**config.mk**
```make
export PLATFORM = sky130hd
export DESIGN_NAME = if_fetch_unit
export DESIGN_NICKNAME = d
export VERILOG_FILES = /design/src/rtl/if_pkg.sv /design/src/rtl/fetch_queue.sv /design/src/rtl/if_fetch_unit.sv
export SDC_FILE = /design/constraint.sdc
export NUM_CORES = 1
export LEC_CHECK = 0
export ABC_AREA = 1
export BUFFER_PORTS_ARGS = -buffer_cell sky130_fd_sc_hd__buf_2
export CORE_MARGIN = 10
export CORE_UTILIZATION = 46
export DETAILED_ROUTE_END_ITERATION = 12
export GPL_TIMING_DRIVEN = 0
export PLACE_DENSITY = 0.74
export SYNTH_ARGS = -nofsm -noshare
export SYNTH_HDL_FRONTEND = slang
export SYNTH_SLANG_ARGS = --single-unit
export TNS_END_PERCENT = 10
```
**constraint.sdc**
```tcl
create_clock -name clk -period 2 [get_ports clk]
set_input_delay 0 -clock clk [delete_from_list [all_inputs] [get_ports clk]]
set_output_delay 0 -clock clk [all_outputs]
set_load 0.03 [all_outputs]
```
**src/rtl/if_pkg.sv**
```systemverilog
// Shared constants and fetch-queue entry layout for the IF stage.
package if_pkg;

  localparam int          ILEN         = 32;
  localparam int          INSTR_BYTES  = 4;
  localparam int          QDEPTH_DEF   = 2;
  localparam logic [31:0] RESET_PC_DEF = 32'h0000_0000;

  typedef struct packed {
    logic [ILEN-1:0] pc;
    logic            pred_taken;
    logic [ILEN-1:0] pred_pc;
    logic [ILEN-1:0] instr;
    logic            done;
    logic            kill;
  } fetch_entry_t;

endpackage

```
**src/rtl/fetch_queue.sv**
```systemverilog
// In-order fetch buffer: entries pushed on grant, filled by in-order responses,
// popped from the head; a redirect marks every entry killed.
module fetch_queue import if_pkg::*; #(
  parameter int QDEPTH = QDEPTH_DEF
) (
  input  logic            clk,
  input  logic            rst,
  input  logic            push,
  input  logic [ILEN-1:0] push_pc,
  input  logic            push_taken,
  input  logic [ILEN-1:0] push_pred_pc,
  input  logic            kill_all,
  input  logic            resp_valid,
  input  logic [ILEN-1:0] resp_data,
  input  logic            pop,
  output logic            full,
  output logic            head_done,
  output logic            head_kill,
  output logic [ILEN-1:0] head_pc,
  output logic            head_taken,
  output logic [ILEN-1:0] head_pred_pc,
  output logic [ILEN-1:0] head_instr
);

  localparam int PW = $clog2(QDEPTH);
  localparam int CW = $clog2(QDEPTH + 1);

  fetch_entry_t [QDEPTH-1:0] ent;
  fetch_entry_t              new_ent;
  logic [PW-1:0]             head_ptr, tail_ptr, resp_ptr;
  logic [CW-1:0]             count, pend;

  always_comb begin
    new_ent            = '0;
    new_ent.pc         = push_pc;
    new_ent.pred_taken = push_taken;
    new_ent.pred_pc    = push_pred_pc;
    new_ent.kill       = kill_all;
  end

  // resp_ptr tracks the oldest entry still waiting for its response
  always_ff @(posedge clk) begin
    if (rst) begin
      ent      <= '0;
      head_ptr <= '0;
      tail_ptr <= '0;
      resp_ptr <= '0;
      count    <= '0;
      pend     <= '0;
    end else begin
      for (int i = 0; i < QDEPTH; i++) begin
        if (push && tail_ptr == PW'(i))
          ent[i] <= new_ent;
        if (resp_valid && resp_ptr == PW'(i)) begin
          ent[i].instr <= resp_data;
          ent[i].done  <= 1'b1;
        end
        if (kill_all)
          ent[i].kill <= 1'b1;
      end
      if (push)       tail_ptr <= tail_ptr + 1'b1;
      if (pop)        head_ptr <= head_ptr + 1'b1;
      if (resp_valid) resp_ptr <= resp_ptr + 1'b1;
      count <= count + CW'(push) - CW'(pop);
      pend  <= pend + CW'(push) - CW'(resp_valid);
    end
  end

  assign full         = (count == CW'(QDEPTH));
  assign head_done    = (count != '0) & ent[head_ptr].done;
  assign head_kill    = ent[head_ptr].kill;
  assign head_pc      = ent[head_ptr].pc;
  assign head_taken   = ent[head_ptr].pred_taken;
  assign head_pred_pc = ent[head_ptr].pred_pc;
  assign head_instr   = ent[head_ptr].instr;

  a_no_orphan_resp: assert property (@(posedge clk) disable iff (rst)
    resp_valid |-> pend != '0);

endmodule

```
**src/rtl/if_fetch_unit.sv**
```systemverilog
// IF-stage fetch unit: PC register, redirect muxing, imem issue and the
// in-order queue that feeds IF/ID.
module if_fetch_unit import if_pkg::*; #(
  parameter int               WIDTH    = ILEN,
  parameter logic [WIDTH-1:0] RESET_PC = WIDTH'(RESET_PC_DEF),
  parameter int               QDEPTH   = QDEPTH_DEF
) (
  input  logic             clk,
  input  logic             rst,
  output logic [WIDTH-1:0] pc_out,
  input  logic [WIDTH-1:0] bp_predict_pc,
  input  logic             bp_taken,
  input  logic             ex_redirect,
  input  logic [WIDTH-1:0] ex_redirect_pc,
  input  logic             csr_redirect,
  input  logic [WIDTH-1:0] csr_redirect_pc,
  input  logic             ctrl_stall,
  output logic             imem_req,
  output logic [WIDTH-1:0] imem_addr,
  input  logic             imem_gnt,
  input  logic             imem_rvalid,
  input  logic [WIDTH-1:0] imem_rdata,
  output logic             if_id_valid,
  output logic [WIDTH-1:0] if_id_pc,
  output logic [WIDTH-1:0] if_id_instr,
  output logic             if_id_pred_taken,
  output logic [WIDTH-1:0] if_id_pred_pc
);

  logic [WIDTH-1:0] pc, pc_nxt, redir_pc;
  logic             redir, gnt, pop;
  logic             q_full, head_done, head_kill;

  assign redir    = csr_redirect | ex_redirect;
  assign redir_pc = csr_redirect ? csr_redirect_pc : ex_redirect_pc;

  // A full queue still accepts a grant when its head leaves in the same cycle
  assign pop      = head_done & (head_kill | redir | ~ctrl_stall);
  assign imem_req = ~rst & ~(q_full & ~pop) & ~ctrl_stall;
  assign gnt      = imem_req & imem_gnt;

  always_comb begin
    pc_nxt = pc;
    if (redir)
      pc_nxt = redir_pc;
    else if (gnt)
      pc_nxt = bp_taken ? bp_predict_pc : pc + WIDTH'(INSTR_BYTES);
  end

  always_ff @(posedge clk) begin
    if (rst) pc <= RESET_PC;
    else     pc <= pc_nxt;
  end

  assign pc_out    = pc;
  assign imem_addr = pc;

  fetch_queue #(.QDEPTH(QDEPTH)) u_queue (
    .clk         (clk),
    .rst         (rst),
    .push        (gnt),
    .push_pc     (pc),
    .push_taken  (bp_taken),
    .push_pred_pc(bp_predict_pc),
    .kill_all    (redir),
    .resp_valid  (imem_rvalid),
    .resp_data   (imem_rdata),
    .pop         (pop),
    .full        (q_full),
    .head_done   (head_done),
    .head_kill   (head_kill),
    .head_pc     (if_id_pc),
    .head_taken  (if_id_pred_taken),
    .head_pred_pc(if_id_pred_pc),
    .head_instr  (if_id_instr)
  );

  assign if_id_valid = head_done & ~head_kill & ~redir;

endmodule
```
Yosys cells after proc, flatten, opt, wreduce, memory -nomap -nowiden
Cells that the tools add are included.
Widths: inputs -> output; s select.
{"block": "totals", "in_bits": 136, "word_cells": 66, "reg_bits": 235, "out_inout_bits": 163}
{"block": "classes", "eq_ne": 1, "bitwise_logic": 19, "reduce_logical": 10, "mux": 12, "addsub": 6, "n_lt_le_gt_ge": 1}
{"operator": "$mux 99", "count": 2}
{"operator": "$mux 32", "count": 4}
{"operator": "$mux 34", "count": 2}
{"operator": "$mux 33", "count": 2}
{"operator": "$add 32x3->32 const B", "count": 1}
{"operator": "$reduce_bool 2->1", "count": 6}
{"operator": "$and 1x1->1", "count": 8}
{"operator": "$not 1->1", "count": 8}
{"operator": "$logic_and 1x1->1", "count": 4}
{"operator": "$add 1x1->1 const B", "count": 3}
{"operator": "$or 1x1->1", "count": 3}
{"operator": "$add 2x1->2", "count": 1}
{"operator": "$eq 2x2->1 const B", "count": 1}
{"operator": "$lt 1x2->1 const B", "count": 1}
{"operator": "$mux 1", "count": 2}
{"operator": "$sub 2x1->2", "count": 1}

Logic depth before layout (Yosys ltp)
Gate-level depths: netlist of the first run.
{"block": "logic_depth", "ltp_word": 14, "ltp_mapped": 12, "depth_no_buf": 12}

Hierarchy
From an unflattened synthesis of the first run, not the netlist that was laid out.
{"block": "unflattened", "cells_unflattened": 1781, "area_unflattened_um2": 11713.7}
{"module": "fetch_queue", "seq_area_each_um2": 4063.9, "instances": 1, "area_each_um2": 8355.5, "cells_each": 1214}
{"module": "if_fetch_unit", "seq_area_each_um2": 640.6, "instances": 1, "area_each_um2": 3358.2, "cells_each": 567}

Worst setup path before layout of the first run
Ideal clock, no wire load.
{"block": "synth_path", "path_type": "register to register", "start": "register pc[3] (netlist: imem_addr[3])", "end": "register pc[28] (netlist: imem_addr[28])", "stages_incl_launch_ff": 13, "slack_ns": 0.063, "t_required_ns": 1.872, "t_arrival_ns": 1.809, "path_cell_list": "dfxtp_1 -> ha_1 -> nand2_1 -> nor2_1 -> nand2_2 -> nor2_2 -> nand2_1 -> nand2_1 -> nand3_1 -> nand2_1 -> nor2_1 -> nor2_1 -> nor2_1"}
{"block": "synth_between", "elab_chain_len": 4}
{"element": "start, declared", "line": "if_fetch_unit.sv:30", "source": "logic [WIDTH-1:0] pc, pc_nxt, redir_pc;"}
{"element": "start signal, assigned", "line": "if_fetch_unit.sv:52", "source": "else pc <= pc_nxt;"}
{"element": "$add 32x3->32", "line": "if_fetch_unit.sv:47", "source": "pc_nxt = bp_taken ? bp_predict_pc : pc + WIDTH'(INSTR_BYTES);"}
{"element": "$mux 32", "line": "if_fetch_unit.sv:47"}
{"element": "$mux 32", "line": "if_fetch_unit.sv:46", "source": "else if (gnt)"}
{"element": "$mux 32", "line": "if_fetch_unit.sv:44", "source": "if (redir)"}
No other way between the ends. The select of a mux whose other input is x is not followed.
A chain may end at the register's enable or synchronous reset.

Final worst setup path of the first run
{"block": "layout_path", "start": "register u_queue.head_ptr", "end": "output port imem_req"}
{"block": "layout_between", "elab_chain_len": 10}
{"element": "start, declared", "line": "fetch_queue.sv:30", "source": "logic [PW-1:0] head_ptr, tail_ptr, resp_ptr;"}
{"element": "start signal, assigned", "line": "fetch_queue.sv:62", "source": "if (pop) head_ptr <= head_ptr + 1'b1;"}
{"element": "$mux 99 (implied by the code) * (2 in a row)", "line": "fetch_queue.sv:70", "source": "assign head_done = (count != '0) & ent[head_ptr].done;"}
{"element": "$or 1x1->1 (2 in a row)", "line": "if_fetch_unit.sv:38", "source": "assign pop = head_done & (head_kill | redir | ~ctrl_stall);"}
{"element": "$and 1x1->1 *", "line": "if_fetch_unit.sv:38"}
{"element": "$not 1->1 *", "line": "if_fetch_unit.sv:39", "source": "assign imem_req = ~rst & ~(q_full & ~pop) & ~ctrl_stall;"}
{"element": "$and 1x1->1 *", "line": "if_fetch_unit.sv:39"}
{"element": "$not 1->1 *", "line": "if_fetch_unit.sv:39"}
{"element": "$and 1x1->1 * (2 in a row)", "line": "if_fetch_unit.sv:39"}
{"element": "end, declared", "line": "if_fetch_unit.sv:18", "source": "output logic imem_req,"}
Mark *: on every way between the ends. The rest lies on a longest branch, timed or not. The select of a mux whose other input is x is not followed.

==> results of run 1 <==
-- worst paths after layout --
check,start,endpoint,slack [ns],depth (start not counted)
worst max-delay path,u_queue.head_ptr,imem_req,-0.03,8
worst min-delay path,csr_redirect_pc[2],imem_addr[2],0.04,5
worst max register to register,imem_addr[4],imem_addr[5],0.04,7
worst min register to register,u_queue.ent[68],u_queue.ent[68],0.45,2
-- routing by layer --
layer / wire length, um / part of all wire
met5: 0 / 0
met4: 1830 / 0.038
met3: 5390 / 0.11
met2: 22400 / 0.46
met1: 19000 / 0.39
-- power by group through the flow --
stage          Combinational (mW)  Clock [mW]  Sequential, mW
4_1_cts                      2.35        4.87            5.10
3_5_place_dp                 2.12           0            5.20
5_1_grt                      2.60        5.07            5.12
3_3_place_gp                 2.10           0            5.19
6_report                     2.43        4.85            5.10
2_1_floorplan                1.26           0            5.22
-- worst max-delay path, cell delays in order, from the launching register on --
cell	delay (ns)
dfxtp_4	0.38
buf_12	0.16
nand2_1	0.09
nand4_1	0.11
nand2_2	0.10
nand2_4	0.12
nand2_1	0.06
nor2_1	0.21
buf_2	0.25
-- cell type report --
class,count,area (um2)
Fill cell,2159,8690
Multi-Input combinational cell,1212,5510
Sequential cell,235,4730
Timing Repair Buffer,429,2820
Buffer,152,885
Clock buffer,38,776
Inverter,150,566
Tap cell,324,405
Clock inverter,4,81.3
Antenna cell,2,5.00
-- stage by stage --
stage	TNS, ns	util	hold slack (ns)	std cells	cell area [um2]
after CTS	-0.278	0.637	0.00161	2534	15600
final	-0.0288	0.645	0.0416	2546	15800
after detailed placement	-23.32	0.548	0.255	2368	13400
after floorplan	0	-	0.112	1749	11500
after global routing	-0.160	0.645	0.0782	2546	15800
after global placement	-19.48	0.548	0.245	2368	13400
-- Yosys cell counts, drive strengths merged --
library cell and instances:
nand2 405, dfxtp 235, a21oi 224, nor2 220, o21ai 196, inv 150, nand3 125, buf 82
clkbuf 70, a22oi 24, xor2 6, nand4 5, ha 2, xnor2 2, and2 1, nor3 1
o22ai 1
-- cell families after synthesis --
kind of cell / Yosys count
AO/OA/AOI/OAI: 445
XOR/XNOR: 8
adder cells (fa/ha/maj): 2
buffers and inverters: 302
flip-flops: 235
AND/OR/NAND/NOR: 757
-- flip-flops by register name, summed over array words and instances (netlist names) --
name and cells:
u_queue.ent 198, imem_addr 32, u_queue.count 2, u_queue.head_ptr 1, u_queue.resp_ptr 1, u_queue.tail_ptr 1
-- what timing repair did --
item                                    in CTS  in global routing
endpoints found under the setup margin     172                260
buffers inserted                             0                 10
pin swaps                                    0                  2
endpoints found under the hold margin      161                  0
gates resized for setup                     37                 48
hold buffers                               124                  0
==> metrics.md, run 1 <==
| Metric | Value |
|---|---|
| Outcome | finished, violations left |
| Failing checks | negative setup slack |
| Row cnt | 57 |
| Synth unique cells | 30 |
| Most common cell after layout, fill and taps aside | nand2_1 |
| Leak Pwr | approximately 7.0 nW |
| Nets | approximately 2300 |
| Routing usage on met3 | 0.0683 |
| Clock Pin Slew Worst Setup and Hold Paths | 0.06 ns |
| Vias/cell | approximately 5.4 |
| CTS tree | yes |
| Bufs on Longest Clock Path | 3 |
| Post-synthesis compound-gate area fraction | 0.199 |
| Syn Area/Cell | 6.58 um2 |
| Worst EP arrival | a little over 2 ns |
| Total power | approximately 12 mW |
| Worst setup EP type | primary output |
| Die area | around 32000 um2 |
| M2 GR Usage | 0.477 |
| Count of final hold-check violations | 0 |
| Post-synthesis register bit count | ~240 |
| Area Growth Syn to Fin | 37.0% |
| Gpl congestion | about 1.0 |
| Total wire length | just under 50 mm |
| Initial antenna violation count | 2 |
| Psw | approximately 3.7 mW |
| Max-Cap Viols | 0 |
| Post-synth net total | 1887 |
| Final WS setup | -0.0288 ns |
| Die X | ~180 um |
| GR peak layer | met2 |
| Vias post-DR | 13847 |
| Sequential area share after synthesis | 0.409 |
| Critical Path RT | roughly 2 ns |
| Mux cell area share after synthesis | 0 |
| Residual DRC | 0 |
| Core area | ~24000 um2 |
| Peak supply drop | 698 uV |
| Crit-path max FO | 9 |
| Die Span Y | about 180 um |
| Combinational fraction of design power | 0.196 |
| Total grt overflow | 0 |
| Final setup fails | 1 |
| CP Launch Type | flop |
| RSZ-0062 raised after global routing | true |
| Initial Util | 0.471 |
| Initial drt markers | 1534 |
| Worst-skew pair later-pin latency | between 0.5 and 0.6 ns |
| First-pass detailed-route iteration total | 6 |
| Ys Warns | 0 |
| Simple-gate area share of the yosys netlist | 0.267 |
| Post-synthesis adder-cell area fraction | 0.00217 |
| Largest net degree at the start of global routing | 14 |
| Post-place setup slack | -0.417 ns |
| Syn Inst Count | approximately 1700 |
| GR Util met1 | 0.362 |
| Min cycle time layout | slightly above 2 ns |
| Io pins | approximately 300 |
| Commonest non-fill, non-tap cells in the layout | nand2_1, buf_2, a21oi_1 |
| Area share of the largest cell type after synthesis | 0.409 |
| Max-slew violation count | 0 |
| H-tree depth | 1 |
| Total CTS buffers | 26 |
| Clock sinks | roughly 240 |
| Post-Syn Area | 11500 um2 |
| Port-buffer cells | ~300 |
| Worst-margin pin slew | between 0.7 and 0.8 ns |
| Largest family of logic cells by synthesized area | simple AND/OR/NAND/NOR gates |
| Yosys top cell by area | dfxtp_1 |
| Routed WL per cell | 19.1 um |
| Headroom to the max-slew limit | 0.475 |
| Hold Path Class | in2reg |
| Number of global-route vias before repair | about 13000 |
| Post-DP HPWL | 36.0 mm |
| Post-DRT Antenna Nets | 0 |
| Fmax | approximately 490 MHz |
| First-pass GRT wire length | 73.4 mm |
| Sw Share | 0.300 |
| Root Buffer | clkbuf_16 |
| Clk_skew | 0.0158 ns |
| Crit Path Category | reg2out |
| Flop pwr share | 0.412 |
| Int Pwr | about 8.7 mW |
| Clk network pwr share | 0.392 |
| Post-synthesis xor/xnor area fraction | 0.00609 |
| Share of post-route cells with drive strength above 1 | 0.211 |
| Final cycle utilization of the critical path | 1.01 |
| Gr usage total | 0.291 |
| Synth area leaders | dfxtp_1, nand2_1, a21oi_1 |
| Power per cell area | 785 nW/um2 |
(Power assumes the default switching activity.)
==> run 2, diff against run 1 <==
--- a/config.mk
+++ b/config.mk
@@ -5,7 +5,6 @@
 export SDC_FILE = /design/constraint.sdc
 export NUM_CORES = 1
 export LEC_CHECK = 0
-export ABC_AREA = 1
 export BUFFER_PORTS_ARGS = -buffer_cell sky130_fd_sc_hd__buf_2
 export CORE_MARGIN = 10
 export CORE_UTILIZATION = 46
==> metrics.md, run 2 <==
| Metric | Value |
|---|---|
| Die X | 175 um (was 178 um) |
| Crit path launch | u_queue.head_ptr (unchanged) |
| Crit Path Category | reg2out (unchanged) |
| Max reg flops | 198 (unchanged) |
| Worst-margin pin slew | 0.782 ns (was 0.787 ns) |
| Gr usage total | 0.282 (was 0.291) |
| Synth area leaders | dfxtp_1, nand2_1, mux2_2 (was dfxtp_1, nand2_1, a21oi_1) |
| Area Growth Syn to Fin | 39.2% (was 37.0%) |
| Gpl congestion | 0.985 (was 1.03) |
| Synth unique cells | 58 (was 30) |
| Total CTS buffers | 25 (was 26) |
| Vias/cell | 5.67 (was 5.44) |
| Crit path largest cell delay | 0.36 ns (was 0.38 ns) |
| Initial drt markers | 1267 (was 1534) |
| Die Span Y | 175 um (was 178 um) |
| Area occupied by multi-input gates | 5560 um2 (was 5510 um2) |
| Number of synthesized flops with an enable pin | 0 (unchanged) |
| Final WS setup | -0.0294 ns (was -0.0288 ns) |
| Worst r2r src | u_queue.head_ptr (was imem_addr[4]) |
| Vias post-DR | 12076 (was 13847) |
| Most common cell after layout, fill and taps aside | nand2_1 (unchanged) |
| Syn Inst Count | 1336 (was 1749) |
| Crit-path max FO | 10 (was 9) |
| Register area | 4740 um2 (was 4730 um2) |
| Root Buffer | clkbuf_16 (unchanged) |
| Area share of the largest cell type after synthesis | 0.428 (was 0.409) |
| Post-Syn Area | 11000 um2 (was 11500 um2) |
| Hold Slack | 0.00597 ns (was 0.0416 ns) |
| Worst setup EP type | primary output (unchanged) |
| Clock Pin Slew Worst Setup and Hold Paths | 0.06 ns (about the same) |
| Most frequent cells after synthesis | nand2_1, dfxtp_1, a21oi_1 (unchanged) |
| Initial Util | 0.468 (was 0.471) |
| Count of final hold-check violations | 0 (unchanged) |
| Largest Register | u_queue.ent (unchanged) |
| Outcome | finished, violations left (unchanged) |
| Peak supply drop | 552 uV (was 698 uV) |
| Core area | 23500 um2 (was 24500 um2) |
| Ys Warns | 0 (unchanged) |
| Core Util, Final | 0.652 (was 0.645) |
| Main synth FF type | dfxtp_1 (unchanged) |
| H-tree depth | 1 (unchanged) |
| Count leader, synth | nand2_1 (unchanged) |
| CTS tree | yes (unchanged) |
| Row cnt | 56 (was 57) |
| Power per cell area | 766 nW/um2 (was 785 nW/um2) |
| R2R Setup Slk | 0.04 ns (about the same) |
| Syn Area/Cell | 8.23 um2 (was 6.58 um2) |
| CP Launch Type | flop (unchanged) |
| Worst EP arrival | 2.03 ns (about the same) |
| Bufs on Longest Clock Path | 3 (unchanged) |
| Min cycle time layout | 2.03 ns (about the same) |
| Largest net degree at the start of global routing | 13 (was 14) |
| Crit-path cells | buf_6, buf_12, clkbuf_8, buf_6, mux2_2, buf_2 (was buf_12, nand2_1, nand4_1, nand2_2, nand2_4, nand2_1, nor2_1, buf_2) |
| Max-Cap Viols | 0 (unchanged) |
| Post-DRT Antenna Nets | 0 (unchanged) |
| Port-buffer cells | 297 (was 295) |
| Die area | 30500 um2 (was 31800 um2) |
| Final setup fails | 19 (was 1) |
| Filler cell count in the final layout | 2002 (was 2159) |
| Worst-skew pair later-pin latency | 0.53 ns (was 0.54 ns) |
| Total grt overflow | 0 (unchanged) |
| Io pins | 299 (unchanged) |
| Ys async rst share | 0 (unchanged) |
| Total wire length | 45.6 mm (was 48.6 mm) |
| Routed WL per cell | 21.4 um (was 19.1 um) |
| First-pass GRT wire length | 68.7 mm (was 73.4 mm) |
| Placed inst area | 12900 um2 (was 13400 um2) |
| Residual DRC | 0 (unchanged) |
| Max-slew violation count | 0 (unchanged) |
| Post-synthesis register bit count | 235 (unchanged) |
| Number of global-route vias before repair | 11838 (was 13156) |
| Final Instance Area | 15300 um2 (was 15800 um2) |
| Clock sinks | 235 (unchanged) |
| Most used cell, CP | buf_6 (was nand2_1) |
| Yosys top cell by area | dfxtp_1 (unchanged) |
| Capturing point of the worst reg2reg path | imem_addr[18] (was imem_addr[5]) |
| Slowest CP cell | mux2_2 (was dfxtp_4) |
| Critical Path RT | 2.00 ns (about the same) |
| Total power | 11.7 mW (was 12.4 mW) |
| Post-synth net total | 1474 (was 1887) |
| Headroom to the max-slew limit | 0.479 (was 0.475) |
| Share of post-route cells with drive strength above 1 | 0.316 (was 0.211) |
| Clk_skew | 0.0134 ns (was 0.0158 ns) |
| Commonest non-fill, non-tap cells in the layout | nand2_1, buf_2, dfxtp_1 (was nand2_1, buf_2, a21oi_1) |
| Final cycle utilization of the critical path | 1.01 (about the same) |
| Post-DP HPWL | 32.3 mm (was 36.0 mm) |
| Worst Setup EP | if_id_pc[3] (was imem_req) |
| Fmax | 493 MHz (about the same) |
| Hold Path Class | in2reg (unchanged) |
| Nets | 1932 (was 2344) |
| First-pass detailed-route iteration total | 6 (unchanged) |
| Sequential area share after synthesis | 0.428 (was 0.409) |
| Failing checks | negative setup slack (unchanged) |
| RSZ-0062 raised after global routing | true (unchanged) |
| Path depth of the worst reg2reg path | 7 (unchanged) |
| Leak Pwr | 6.45 nW (was 7.03 nW) |
| Initial antenna violation count | 3 (was 2) |
run 2: cell types whose count changed after synthesis, sizes merged, moves of 9 or more:
cell	delta
nand2b	+14
nand3	-70
o21ai	-166
mux2	+100
o211ai	+9
nor2b	+11
nor2	-187
and3	+13
a22o	+30
a22oi	-16
nand2	-79
a21oi	-35
inv	-140
run 2: worst min path at each step:
stage	depth (start not counted)	slack (ns)	startpoint	end
floorplan	2	0.10	csr_redirect_pc[0]	imem_addr[0]
global placement	3	0.20	csr_redirect_pc[0]	imem_addr[0]
detailed placement	3	0.21	csr_redirect_pc[0]	imem_addr[0]
CTS	6	0.001	ex_redirect_pc[20]	imem_addr[20]
global route	6	0.04	ex_redirect_pc[2]	imem_addr[2]
finish	6	0.006	ex_redirect_pc[20]	imem_addr[20]
run 2: per-layer routing:
| layer | global-route usage | up-vias | routed length, um |
|---|---|---|---|
| li1 | - | 5533 | - |
| met1 | 0.350 | 5749 | 18000 |
| met2 | 0.461 | 659 | 21200 |
| met3 | 0.0619 | 135 | 4350 |
| met4 | 0.123 | 0 | 1970 |
| met5 | 0 | - | 0 |
run 2: worst max-delay path, delay by kind of cell (launching register included):
kind | cells | cell delay (ns)
muxes | 1 | 0.36
DFF | 1 | 0.32
buffers and inverters | 5 | 0.81
run 2: timing repair:
action / 4_1_cts / 5_1_grt
setup buffers: 4 / 6
pin swaps: 6 / 12
gates cloned: 0 / 1
resized for setup: 61 / 61
hold endpoints to repair: 162 / 0
setup endpoints to repair: 297 / 243
hold buffers: 128 / 0
run 2: final cells by class:
type / count / share of cell area
antenna: 3 / 0.000491
buffer: 144 / 0.0599
clock buffer: 37 / 0.0471
clock inverter: 4 / 0.00335
inverter: 11 / 0.00270
multi-input combinational: 941 / 0.363
sequential: 235 / 0.310
tap: 319 / 0.0261
timing repair buffer: 436 / 0.187
run 2: kinds of logic (layout without fill, tap and decap cells):
family | after synthesis | in the layout | share of synthesized area
and+or+nand+nor | 487 | 487 | 0.192
AOI/OAI and AO/OA | 335 | 335 | 0.187
DFF | 235 | 235 | 0.428
buffers and inverters | 160 | 632 | 0.0734
muxes | 105 | 105 | 0.107
xor gates and xnor gates | 12 | 12 | 0.00956
adders and majority gates | 2 | 2 | 0.00228
other | 0 | 3 | 0
run 2: report_power, final:
group	internal [mW]	switching, mW
Clock	2.60	1.93
Sequential	4.86	0.200
Combinational	0.858	1.28
Total	8.32	3.41
run 2: through the flow:
| stage | cells | setup TNS (ns) | setup WS, ns |
|---|---|---|---|
| floorplan | 1336 | 0 | 0.00373 |
| global placement | 1952 | -26.89 | -0.406 |
| detailed placement | 1952 | -29.13 | -0.438 |
| CTS | 2123 | -0.155 | -0.118 |
| global route | 2130 | -0.892 | -0.0480 |
| finish | 2130 | -0.233 | -0.0294 |
